[config.mk]
export PLATFORM = sky130hd
export DESIGN_NAME = time_set_controller
export DESIGN_NICKNAME = d
export VERILOG_FILES = /design/src/rtl/time_set_controller_pkg.sv /design/src/rtl/time_set_controller_auto_repeat.sv /design/src/rtl/time_set_controller.sv
export SDC_FILE = /design/constraint.sdc
export NUM_CORES = 1
export LEC_CHECK = 0
export ABC_AREA = 1
export ABC_CLOCK_PERIOD_IN_PS = 3610
export CAP_MARGIN = 20
export CORE_MARGIN = 2
export CORE_UTILIZATION = 40
export CTS_CLUSTER_SIZE = 16
export DETAILED_ROUTE_END_ITERATION = 12
export GPL_TIMING_DRIVEN = 0
export HOLD_SLACK_MARGIN = 0.12
export SLEW_MARGIN = 10
export SYNTH_ARGS = -nofsm -noshare
export SYNTH_HDL_FRONTEND = slang
export SYNTH_SLANG_ARGS = --single-unit
[constraint.sdc]
create_clock -name clk -period 3.61 [get_ports clk]
set_input_delay 0.722 -clock clk [delete_from_list [all_inputs] [get_ports clk]]
set_output_delay 0.722 -clock clk [all_outputs]
set_load 0.05 [all_outputs]
[src/rtl/time_set_controller_pkg.sv]
// Mode codes and helpers shared by the time-set sequencer and the display logic.
// The display blinks the field selected by the current mode code.
package time_set_controller_pkg;

  localparam int MODE_W = 3;

  typedef logic [MODE_W-1:0] mode_t;

  localparam logic [MODE_W-1:0] RUN         = 3'd0;
  localparam logic [MODE_W-1:0] SET_HR      = 3'd1;
  localparam logic [MODE_W-1:0] SET_MIN     = 3'd2;
  localparam logic [MODE_W-1:0] SET_ALM_HR  = 3'd3;
  localparam logic [MODE_W-1:0] SET_ALM_MIN = 3'd4;

  function automatic logic is_legal(input mode_t m);
    return m <= SET_ALM_MIN;
  endfunction

  // The user walks the modes in a fixed ring; anything unknown lands in RUN.
  function automatic mode_t next_mode(input mode_t m);
    case (m)
      RUN:         return SET_HR;
      SET_HR:      return SET_MIN;
      SET_MIN:     return SET_ALM_HR;
      SET_ALM_HR:  return SET_ALM_MIN;
      default:     return RUN;
    endcase
  endfunction

  // Time keeps running while the alarm is being edited.
  function automatic logic clock_runs(input mode_t m);
    return (m == RUN) || (m == SET_ALM_HR) || (m == SET_ALM_MIN);
  endfunction

endpackage

[src/rtl/time_set_controller_auto_repeat.sv]
// Turns the increment button level into single-cycle increment requests:
// one on the press, then auto-repeat after a long hold.
module auto_repeat
  import time_set_controller_pkg::*;
#(
  parameter int HOLD_CYCLES   = 50_000_000,
  parameter int REPEAT_CYCLES = 20_000_000
) (
  input  logic clk,
  input  logic rst_n,
  input  logic inc_btn,
  input  logic clear,
  output logic inc_pulse
);

  localparam int MAX_CYCLES = (HOLD_CYCLES > REPEAT_CYCLES) ? HOLD_CYCLES : REPEAT_CYCLES;
  localparam int CW = $clog2(MAX_CYCLES) + 1;
  localparam logic [CW-1:0] HOLD_LAST   = CW'(HOLD_CYCLES - 1);
  localparam logic [CW-1:0] REPEAT_LAST = CW'(REPEAT_CYCLES - 1);

  logic          inc_prev;
  logic          rise_q;
  logic          armed;
  logic          repeating;
  logic [CW-1:0] cnt;
  logic          rise;
  logic          hit;

  assign rise = inc_btn & ~inc_prev;
  assign hit  = armed & (repeating ? (cnt == REPEAT_LAST) : (cnt == HOLD_LAST));

  // A repeat only fires if the button is still down on the edge it would land on.
  assign inc_pulse = rise_q | (hit & inc_btn & ~clear);

  always_ff @(posedge clk or negedge rst_n) begin
    if (!rst_n) begin
      inc_prev  <= 1'b0;
      rise_q    <= 1'b0;
      armed     <= 1'b0;
      repeating <= 1'b0;
      cnt       <= '0;
    end else begin
      inc_prev <= inc_btn;
      rise_q   <= rise & ~clear;
      if (clear || !inc_btn) begin
        armed     <= 1'b0;
        repeating <= 1'b0;
        cnt       <= '0;
      end else if (rise) begin
        armed     <= 1'b1;
        repeating <= 1'b0;
        cnt       <= '0;
      end else if (armed) begin
        if (hit) begin
          repeating <= 1'b1;
          cnt       <= '0;
        end else begin
          cnt <= cnt + CW'(1);
        end
      end
    end
  end

endmodule

[src/rtl/time_set_controller.sv]
// Mode sequencer, one-second prescaler and load-pulse decode for the alarm
// clock's timekeeping chain.
module time_set_controller
  import time_set_controller_pkg::*;
#(
  parameter int TICKS_PER_SEC = 100_000_000,
  parameter int HOLD_CYCLES   = 50_000_000,
  parameter int REPEAT_CYCLES = 20_000_000
) (
  input  logic              clk,
  input  logic              rst_n,
  input  logic              mode_btn,
  input  logic              inc_btn,
  output logic              sec_tick,
  output logic              run_enable,
  output logic              sec_clear,
  output logic              min_load,
  output logic              hour_load,
  output logic              alm_min_load,
  output logic              alm_hour_load,
  output logic [MODE_W-1:0] mode
);

  localparam int PW = (TICKS_PER_SEC > 1) ? $clog2(TICKS_PER_SEC) : 1;
  localparam logic [PW-1:0] PRESC_LAST = PW'(TICKS_PER_SEC - 1);

  mode_t         state;
  mode_t         next_state;
  logic          mode_prev;
  logic          mode_rise_q;
  logic          inc_pulse;
  logic          inc_clear;
  logic          take_inc;
  logic [PW-1:0] presc;

  auto_repeat #(
    .HOLD_CYCLES   (HOLD_CYCLES),
    .REPEAT_CYCLES (REPEAT_CYCLES)
  ) u_auto_repeat (
    .clk       (clk),
    .rst_n     (rst_n),
    .inc_btn   (inc_btn),
    .clear     (inc_clear),
    .inc_pulse (inc_pulse)
  );

  always_comb begin
    next_state = state;
    if (!is_legal(state)) begin
      next_state = RUN;
    end else if (mode_rise_q) begin
      next_state = next_mode(state);
    end
  end

  // A mode change wins over an increment landing on the same edge.
  assign inc_clear = mode_rise_q | (state == RUN) | ~is_legal(state);
  assign take_inc  = inc_pulse & ~mode_rise_q;

  always_ff @(posedge clk or negedge rst_n) begin
    if (!rst_n) begin
      state         <= RUN;
      mode_prev     <= 1'b0;
      mode_rise_q   <= 1'b0;
      run_enable    <= 1'b1;
      sec_clear     <= 1'b0;
      min_load      <= 1'b0;
      hour_load     <= 1'b0;
      alm_min_load  <= 1'b0;
      alm_hour_load <= 1'b0;
    end else begin
      mode_prev     <= mode_btn;
      mode_rise_q   <= mode_btn & ~mode_prev;
      state         <= next_state;
      run_enable    <= clock_runs(next_state);
      sec_clear     <= mode_rise_q && (state == SET_MIN);
      hour_load     <= take_inc && (state == SET_HR);
      min_load      <= take_inc && (state == SET_MIN);
      alm_hour_load <= take_inc && (state == SET_ALM_HR);
      alm_min_load  <= take_inc && (state == SET_ALM_MIN);
    end
  end

  // Seconds restart from a full period whenever time setting pauses the chain.
  always_ff @(posedge clk or negedge rst_n) begin
    if (!rst_n) begin
      presc    <= '0;
      sec_tick <= 1'b0;
    end else if (!run_enable) begin
      presc    <= '0;
      sec_tick <= 1'b0;
    end else if (presc == PRESC_LAST) begin
      presc    <= '0;
      sec_tick <= 1'b1;
    end else begin
      presc    <= presc + PW'(1);
      sec_tick <= 1'b0;
    end
  end

  assign mode = state;

endmodule

Word-level counts from Yosys, hierarchy flattened --
Index checks and enable logic that the tools add are counted.
Word-level totals: bits in registers 70, logic and storage cells 76, input port bits 4
Operators by class: bitwise logic cells 15, multiplexer cells 18, add/sub/neg operators 2, $lt $le $gt $ge 1, equal/unequal tests 9, reductions and logical operators 15
Operator list (count):
- 2-to-1 mux 27 bit | 6
- adder 27 x 1 -> 27 bit (second input constant) | 2
- == test 27 x 25 -> 1 bit (second input constant) | 1
- == test 27 x 26 -> 1 bit (second input constant) | 1
- == test 27 bit (second input constant) | 1
- case mux 3 bit (4 select lines) | 1
- == test 3 x 2 -> 1 bit (second input constant) | 3
- 2-to-1 mux 1 bit | 9
- bitwise AND 1 bit | 7
- == test 3 bit (second input constant) | 2
- logical NOT 3 bit | 2
- 2-to-1 mux 3 bit | 2
- nonzero test 3 bit | 2
- logical AND 1 bit | 5
- NOT 1 bit | 5
- == test 3 x 1 -> 1 bit (second input constant) | 1
- less-or-equal comparator 3 bit (second input constant) | 1
- logical OR 1 bit | 3
- bitwise OR 1 bit | 3
- AND reduction 2 bit | 1
- nonzero test 2 bit | 1
- logical NOT 1 bit | 1

Depth between registers and ports, before layout --
word-level depth 8, gate-level depth with buffers 11, depth with buffers taken out 11

By module --
From an unflattened synthesis, not the netlist that was laid out.
Second synthesis, totals: cells, all modules 531, area total of the unflattened synthesis 3921.3 µm²
By module, submodules not included:
- time_set_controller | sequential area each 977.2 µm², area an instance 2035.7 µm², cells an instance 274, times used 1
- auto_repeat | sequential area each 775.7 µm², area an instance 1885.6 µm², cells an instance 257, times used 1

Worst setup path after synthesis --
No wires, ideal clock.
path kind reg2reg, start register state[2] (netlist: mode[2]), end register u_auto_repeat.cnt[17], slack 1914 ps, data arrival time 1625 ps, setup time 71 ps, cell stages (with the launch flop) 12, period minus slack after synthesis 1696 ps, path through dfrtp_1 inv_1 o21ai_2 nand2_2 nand3_2 buf_6 nand2_2 nor2_2 nand2_1 nand2_1 inv_1 nor2_1
Between the ends: longest elaborated chain between the ends 5, elaborated cells on any way between the ends 8
RTL lines:
- start, declared | RTL line time_set_controller.sv:27 | mode_t state;
- start signal, assigned | RTL line time_set_controller.sv:74 | state <= next_state;
- less-or-equal comparator 3 bit / logical NOT 3 bit (equally long branches) | RTL line time_set_controller_pkg.sv:16, time_set_controller.sv:57
- NOT 1 bit / bitwise OR 1 bit (equally long branches) | RTL line time_set_controller.sv:57 | assign inc_clear = mode_rise_q | (state == RUN) | ~is_legal(state);
- bitwise OR 1 bit (*) | RTL line time_set_controller.sv:57
- logical OR 1 bit (*) | RTL line time_set_controller_auto_repeat.sv:45 | if (clear || !inc_btn) begin
- nonzero test 3 bit (no line) / 2-to-1 mux 27 bit (equally long branches)
- end signal, assigned | RTL line time_set_controller_auto_repeat.sv:58 | cnt <= cnt + CW'(1);
- end, declared | RTL line time_set_controller_auto_repeat.sv:25 | logic [CW-1:0] cnt;
Every way passes the cells marked *; elsewhere a longest branch is shown, timed or not. A chain may end at the register's enable or synchronous reset.

Final worst setup path --
start register run_enable, end output run_enable
RTL lines:
- start, declared | RTL line time_set_controller.sv:15 | output logic run_enable,
- start signal, assigned | RTL line time_set_controller.sv:75 | run_enable <= clock_runs(next_state);
No word-level cell between the ends.

==> results.md <==
* Area after DPL at 0.004359 mm²
* Most common cell after layout, fill and taps aside: nand2_1
* Layout cells sized above 1 at 11.86%
* Crit path launch type: flop
* Status: finished, final reports clean
* Initial Util at 41.31%
* Synth Net Count at 541
* DR WL/cell at 12.76 µm
* F_max at 413.8 MHz
* Slew headroom at 60.94%
* Fillcell total at 981
* Met2 WL post-DR at 3.943 mm
* Crit path buf inv count at 1
* Syn Std Cell Area at 0.004038 mm²
* Vias after detailed routing at 3,418
* GPL Wtd Cong at 0.8759
* Area growth from synthesis to layout at 13.29%
* Max-Cap Viols at 0
* Setup bufs post-CTS at 0
* Core ar. at 0.009774 mm²
* Vias in the first global route at 3,310
* CTS buffer count at 9
* CP max FO at 3
* Non-Filler Instances at 698
* Total gr overflow at 0
* Initial antenna violation count at 0
* Remaining antenna violation count at 0
* I/O Buffers at 13
* Predominant post-synthesis flop cell: dfrtp_1
* Pwr dens at 436.9 mW/mm²
* Die width at 104.5 µm
* ANT cells at 0
* DIE AREA at 0.01091 mm²
* Mux contribution to synthesized area at 0%
* Worst Hold Class: in2async
* Kind of cell adding the most delay to the critical path: buffers and inverters
* Crit-path cells: clkdlybuf4s50_1
* Synth Area in Compound Gates at 3.378%
* Overall Global Routing Usage at 17.54%
* Clk_lat worst skew at 0.35 ns
* XOR/XNOR share of the synthesized area at 4.989%
* Clk root buf: clkbuf_8
* Top routing layer in use: met4
* Critical path's slowest cell: clkdlybuf4s50_1
* Util after Layout at 46.80%
* Peak VDD IR at 0.0004349 V
* Final nets at 566
* Row cnt at 36
* Metal3 WL at 313 µm
* Leak at 2.001 nW
* Placed cell count at 682
* H-tree depth at 3
* Register area share after synthesis at 43.41%
* Final setup vio count at 0
* First-pass GRT wire length at 15.68 mm
* Drt total wl at 8.904 mm
* 1st-iter DRT viols at 159
* Clock Skew at 0.01071 ns
* Main combinational cell family by area after synthesis: simple AND/OR/NAND/NOR gates
* Kind of critical path: reg2out
* CP Capture Type: primary output
* Final worst-path cycle share at 66.95%
* Die height at 104.5 µm
* Yosys reg bits at 70
* Worst reg2reg setup slack at 1.77 ns
* CTS tree: done
* Longest Clk Path Bufs at 2
* CTS clock-pin slew for the worst setup and hold paths at 0.08 ns
* Metal1 wirelength at 4.544 mm
* Post-synthesis cell type count at 36
* Arrival time worst endpoint at 1.69 ns
* Most frequent cells in the layout: 114 x nand2_1, 108 x nor2_1, 69 x dfrtp_1
* Post-Synth Adder-Cell Area at 0.6198%
* Avg Inst Size Synth at 7.547 µm²
* Tmin final at 2.417 ns
* DR vias/cell at 4.897
* Asr flop ratio synth at 100.0%
* Hold_buf cts at 0
* DR pass1 iterations at 4
* Synthesized instance count at 535
* Num Clock Sinks at 70
* Synth Area in Simple Gates at 39.20%
* Post-DP HPWL at 6.674 mm
* RSZ-0062 raised after global routing: no
* Drt drc at 0
* Power Total at 1.999 mW
* Final hold vios at 0
* Final Max Tran Viols at 0
* Syn. warnings at 0
* Post-CTS sizing at 0
* Setup TNS at 0 ns
* Post-synth EDFFs at 0
* IO Count at 14
* CP peak stage delay at 0.80 ns
* Final instance area at 0.004574 mm²
* Critical Path RT at 2.89 ns
* Largest net degree at the start of global routing at 48
* Worst-Margin Slew at 0.5815 ns
[area by class of cell]
type / count / area [µm²] / share of cell area, %
Sequential cell: 70 / 1753 / 38.32
Clock buffer: 11 / 151.4 / 3.310
Clock inverter: 5 / 63.81 / 1.395
Timing Repair Buffer: 14 / 155.1 / 3.392
Tap cell: 133 / 166.4 / 3.638
Buffer: 9 / 61.31 / 1.340
Inverter: 74 / 277.8 / 6.072
Multi-Input combinational cell: 382 / 1946 / 42.53
[routing by layer]
layer  up-vias  global-route usage (%)
li1       1729                       -
met1      1614                   25.56
met2        68                   26.19
met3         7                   3.195
met4         0                   5.792
met5         -                       0
[path summary, 6_finish.rpt]
kind,from,endpoint,cells after the start
setup / recovery,run_enable,run_enable,1
hold / removal,rst_n,presc[25],1
setup reg to reg,presc[2],presc[13],7
hold reg to reg,mode_prev,mode_rise_q,1
max in group asynchronous,rst_n,run_enable,2
min in group clk,mode_prev,mode_rise_q,1
[through the flow]
stage | setup slack, ns | hold slack, ns
global route | 1.130 | 0.2764
floorplan | 1.914 | 0.3763
CTS | 1.168 | 0.2714
global placement | -0.6628 | 0.3845
detailed placement | 1.194 | 0.3912
finish | 1.193 | 0.2718
[cells in the mapped netlist (all sizes together) (5+ instances only)]
library cell | n | share of area [%]
a21oi | 7 | 1.1
buf | 5 | 1.1
dfrtp | 69 | 43
inv | 74 | 6.9
nand2 | 123 | 12
nand3 | 47 | 6.2
nand4 | 13 | 2.4
nor2 | 117 | 12
nor3 | 27 | 4.5
o21ai | 5 | 0.71
xnor2 | 7 | 1.5
xor2 | 16 | 3.5
[sequential cells by signal, summed over array words and instances, names as in the netlist]
register and flops:
min_load 1, sec_clear 1, mode 3, mode_prev 1
sec_tick 1, u_auto_repeat.repeating 1, mode_rise_q 1, u_auto_repeat.rise_q 1
run_enable 1, presc 27, alm_min_load 1, alm_hour_load 1
u_auto_repeat.armed 1, u_auto_repeat.inc_prev 1, u_auto_repeat.cnt 27, hour_load 1
[power breakdown]
part / total (mW) / switching, mW / internal [mW] / leakage [nW]
Combinational: 0.429 / 0.305 / 0.125 / 0.934
Clock: 0.684 / 0.320 / 0.364 / 0.107
Sequential: 0.885 / 0.0501 / 0.835 / 0.960
Total: 2.00 / 0.675 / 1.32 / 2.00
[cells by family (layout without fill, tap and decap cells)]
family | Yosys count | in the layout
AND/OR/NAND/NOR | 337 | 337
buffers and inverters | 83 | 113
flip-flops | 70 | 70
XOR/XNOR | 23 | 23
AO/OA/AOI/OAI | 20 | 20
adder cells (fa/ha/maj) | 2 | 2
Power figures use the tool's default switching activity.
==> RTL edit 1, RTL diff (config.mk and constraints unchanged) <==
`HOLD_CYCLES` is set to 50_000_000 in 2 places; all go to 12_500_000.
--- a/src/rtl/time_set_controller_auto_repeat.sv
+++ b/src/rtl/time_set_controller_auto_repeat.sv
@@ -4,5 +4,5 @@
   import time_set_controller_pkg::*;
 #(
-  parameter int HOLD_CYCLES   = 50_000_000,
+  parameter int HOLD_CYCLES   = 12_500_000,
   parameter int REPEAT_CYCLES = 20_000_000
 ) (
--- a/src/rtl/time_set_controller.sv
+++ b/src/rtl/time_set_controller.sv
@@ -5,5 +5,5 @@
 #(
   parameter int TICKS_PER_SEC = 100_000_000,
-  parameter int HOLD_CYCLES   = 50_000_000,
+  parameter int HOLD_CYCLES   = 12_500_000,
   parameter int REPEAT_CYCLES = 20_000_000
 ) (
Check against the original RTL: no difference found for any inputs over 10 cycles, from zero or initial values and one cycle with rst_n low; that may be too few to reach the edited logic, so the function may still have changed.
==> RTL edit 1 against the original RTL <==
- worst setup slack lost 57 ps
- core utilization is 0.18 points lower
- worst hold slack worse by 6.2 ps
- synthesized area fell by 1.2%
- design area decreased by 0.85%
- sequential cell count is 1 lower
- die area is 1.2% lower
- clock skew is 9.3 ps higher
- routed wire length grew 2.2%
- power increased by 0.72%
- critical path depth unchanged
- critical path type unchanged
- largest cell class unchanged
==> RTL edit 1: results (changes against the original RTL) <==
| Metric | Value |
|---|---|
| Worst r2r path cells | 8 (was 7) |
| Synth Register Bits | 69 (was 70) |
| CTS tree | yes (unchanged) |
| N_diodes | 0 (unchanged) |
| Final std cells w/o fill | 706 (was 698) |
| Vias in the first global route | 3304 (was 3310) |
| WL/cell | 12.9 um (was 12.8 um) |
| Placed Instance Area | 4310 um2 (was 4360 um2) |
| Clock skew | 20.0 ps (was 10.7 ps) |
| Final #Nets | 574 (was 566) |
| Least-Margin Pin Slew | 574 ps (was 581 ps) |
| Crit-path max cell delay | 830 ps (was 800 ps) |
| Synth Area per Inst | 7.34 um2 (was 7.55 um2) |
| Signal buffers | 19 (was 23) |
| Status | finished clean (unchanged) |
| Synth cell types | 34 (was 36) |
| Share of layout cells above drive strength 1 | 0.106 (was 0.119) |
| Leakage | 2.00 nW (about the same) |
| Count of multi-input gates | 394 (was 382) |
| Met1 usage | 0.272 (was 0.256) |
| Signal buffers share of area | 0.0436 (was 0.0473) |
| Share of the yosys chip area belonging to registers | 0.433 (was 0.434) |
| Post-CTS Resized | 0 (unchanged) |
| Synthesized Nets | 549 (was 541) |
| Dpl hpwl | 6900 um (was 6670 um) |
| Total GRT Usage | 0.180 (was 0.175) |
| Multi-input gate share of total cell area | 0.427 (was 0.425) |
| Fillers | 1024 (was 981) |
| Met3 usage | 0.0264 (was 0.0320) |
| First-pass GRT wire length | 15800 um (was 15700 um) |
| Initial DRC Count | 197 (was 159) |
| Register Area | 1730 um2 (was 1750 um2) |
| Met2 wire len | 3810 um (was 3940 um) |
| Post-place setup slack | 1320 ps (was 1190 ps) |
| Most frequent cells after synthesis | nand2_1, nor2_1, dfrtp_1, inv_1, nand3_1 (was nand2_1, nor2_1, dfrtp_1) |
| Top post-synthesis cells by area | dfrtp_1, nand2_1, nor2_1 (unchanged) |
| Worst setup SP type | flip-flop (unchanged) |
| Area growth syn-to-layout | 13.7% (was 13.3%) |
| Max IR drop VDD | 0.000410 V (was 0.000435 V) |
| Largest net degree at the start of global routing | 45 (was 48) |
| Placer Congestion | 0.951 (was 0.876) |
| Met2 usage | 0.260 (was 0.262) |
| Met1 wire length | 4720 um (was 4540 um) |
| Via count | 3453 (was 3418) |
| CLK BUF | 9 (was 11) |
| Placed cells | 690 (was 682) |
| Clock Network Area Fraction | 0.0499 (was 0.0470) |
| Critical path fanouts, max | 4 (was 3) |
| Met3 Routed Length | 403 um (was 313 um) |
| Count of non-CTS inverters in the layout | 75 (was 74) |
## RTL edit 1: cells by family after synthesis
| logic type | synth area share |
|---|---|
| XOR/XNOR | 0.0439 |
| AO/OA/AOI/OAI | 0.0191 |
| adder cells (fa/ha/maj) | 0.00627 |
| buffers and inverters | 0.0813 |
| flip-flops | 0.433 |
| AND/OR/NAND/NOR | 0.416 |
## RTL edit 1: where the power goes
part	internal, mW	leakage, nW	total [mW]	switching, mW
combinational	0.114	0.942	0.409	0.294
clock	0.399	0.111	0.736	0.337
sequential	0.821	0.946	0.869	0.0477
total	1.33	2.00	2.01	0.679
## RTL edit 1: final timing paths
check / startpoint / endpoint / slack [ps]
worst max-delay path: run_enable / run_enable / 1140
worst min-delay path: rst_n / u_auto_repeat.cnt[12] / 270
worst max register to register: presc[0] / presc[3] / 1590
worst min register to register: mode_prev / mode_rise_q / 400
max in group asynchronous: rst_n / run_enable / 2750
min in group clk: mode_prev / mode_rise_q / 400
==> RTL edit 2, RTL diff (config.mk and constraints unchanged) <==
Without the edit above. Register the inputs `mode_btn` and `inc_btn` before use, without a reset. The logic sees them one clock later.
--- a/src/rtl/time_set_controller.sv
+++ b/src/rtl/time_set_controller.sv
@@ -25,4 +25,12 @@
   localparam logic [PW-1:0] PRESC_LAST = PW'(TICKS_PER_SEC - 1);
 
+  logic mode_btn_q;
+  logic inc_btn_q;
+
+  always_ff @(posedge clk) begin
+    mode_btn_q <= mode_btn;
+    inc_btn_q  <= inc_btn;
+  end
+
   mode_t         state;
   mode_t         next_state;
@@ -40,5 +48,5 @@
     .clk       (clk),
     .rst_n     (rst_n),
-    .inc_btn   (inc_btn),
+    .inc_btn   (inc_btn_q),
     .clear     (inc_clear),
     .inc_pulse (inc_pulse)
@@ -70,6 +78,6 @@
       alm_hour_load <= 1'b0;
     end else begin
-      mode_prev     <= mode_btn;
-      mode_rise_q   <= mode_btn & ~mode_prev;
+      mode_prev     <= mode_btn_q;
+      mode_rise_q   <= mode_btn_q & ~mode_prev;
       state         <= next_state;
       run_enable    <= clock_runs(next_state);
Formal check against the unedited RTL: not equivalent (a bounded check fails within 4 cycles, from zero or initial values and one cycle with rst_n low).
==> RTL edit 2 against the original RTL <==
- maximum frequency fell by 1.9%
- first-iteration DRC count rose by 23%
- synthesized area fell by 0.71%
- global-route usage rose by 0.94 points
- worst hold slack got worse by 4.9 ps
- final cell count rose by 4.4%
- core utilization barely moved
- register-to-register slack got worse by 190 ps
- clock power rose by 6.9%
- design area fell by 0.44%
- worst setup slack got worse by 48 ps
- sequential cell count rose by 2
- power rose by 1.2%
- routed wire length rose by 4.1%
- largest power group unchanged
==> RTL edit 2: results (changes against the original RTL) <==
| Metric | Value |
|---|---|
| WL/cell | 12.7 um (was 12.8 um) |
| Total GRT Usage | 0.185 (was 0.175) |
| DR vias/cell | 4.87 (was 4.90) |
| Top post-synthesis cells by area | dfrtp_1, nand2_1, nor2_1 (unchanged) |
| Area growth syn-to-layout | 13.6% (was 13.3%) |
| Post-place setup slack | 1530 ps (was 1190 ps) |
| Vias in the first global route | 3425 (was 3310) |
| Fillers | 1040 (was 981) |
| Sw frac | 0.328 (was 0.338) |
| Max IR drop VDD | 0.000361 V (was 0.000435 V) |
| Dpl hpwl | 7000 um (was 6670 um) |
| Final #Nets | 597 (was 566) |
| Synth Area per Inst | 7.08 um2 (was 7.55 um2) |
| Largest net degree at the start of global routing | 46 (was 48) |
| Combinational Power Share | 0.189 (was 0.215) |
| Crit path arrival time | 1740 ps (was 1690 ps) |
| Share of the yosys chip area belonging to registers | 0.447 (was 0.434) |
| R2r startpoint | presc[0] (was presc[2]) |
| Synth cell types | 35 (was 36) |
| Share of layout cells above drive strength 1 | 0.0654 (was 0.119) |
| FF-to-FF End | presc[20] (was presc[13]) |
| Status | finished clean (unchanged) |
| Initial DRC Count | 196 (was 159) |
| Final min period | 2460 ps (was 2420 ps) |
| Clock skew | 14.5 ps (was 10.7 ps) |
| Slew headroom | 0.572 (was 0.609) |
| Placed cells | 713 (was 682) |
| Critical path fanouts, max | 4 (was 3) |
| Synthesized Nets | 572 (was 541) |
| Placer Congestion | 0.930 (was 0.876) |
| Post-synthesis async set-or-reset flop share | 0.972 (was 1.00) |
| Final std cells w/o fill | 729 (was 698) |
==> RTL edit 2: cell count changes after synthesis, moves of 5 or more <==
cell / change
nand2_1: +19
o21ai_0: +5
nand3_1: +5
nor3_1: +13
nor3_2: -7
nor2_1: +17
nand2_2: -5
nor2_4: -6
==> RTL edit 2: logic make-up after synthesis <==
family,Yosys count,share of synthesized area
fa+ha+maj,2,0.00624
flops,72,0.447
xor+xnor,16,0.0350
compound gates,28,0.0390
simple gates,369,0.394
buf+inv,79,0.0783
==> RTL edit 2: how the worst min path moves through the flow <==
stage	start	end	cells after the start	slack, ps
2_1_floorplan	mode_btn_q	mode_prev	0	330
3_3_place_gp	mode_btn_q	mode_prev	0	340
3_5_place_dp	mode_btn_q	mode_prev	0	340
4_1_cts	rst_n	presc[5]	1	270
5_1_grt	rst_n	presc[5]	1	290
6_report	rst_n	presc[5]	1	270
==> RTL edit 2: stage by stage <==
| step | total power [mW] | TNS (ps) |
|---|---|---|
| after global routing | 2.13 | 0 |
| after floorplan | 1.17 | 0 |
| final | 2.02 | 0 |
| after detailed placement | 1.31 | 0 |
| after global placement | 1.30 | -41560 |
| after CTS | 2.05 | 0 |
==> RTL edit 2: cell type report <==
| cell class | count | share of cell area |
|---|---|---|
| Sequential cell | 72 | 0.394 |
| Timing Repair Buffer | 14 | 0.0341 |
| Inverter | 73 | 0.0602 |
| Multi-Input combinational cell | 415 | 0.418 |
| Buffer | 6 | 0.00879 |
| Clock buffer | 9 | 0.0272 |
| Tap cell | 133 | 0.0365 |
| Clock inverter | 7 | 0.0220 |
==> RTL edit 2: routing by layer <==
layer,global-route usage,routed length (um),up-vias
met5,0,0,-
met4,0.0743,180,0
met3,0.0338,290,14
met2,0.295,4360,44
met1,0.249,4430,1644
li1,-,-,1845
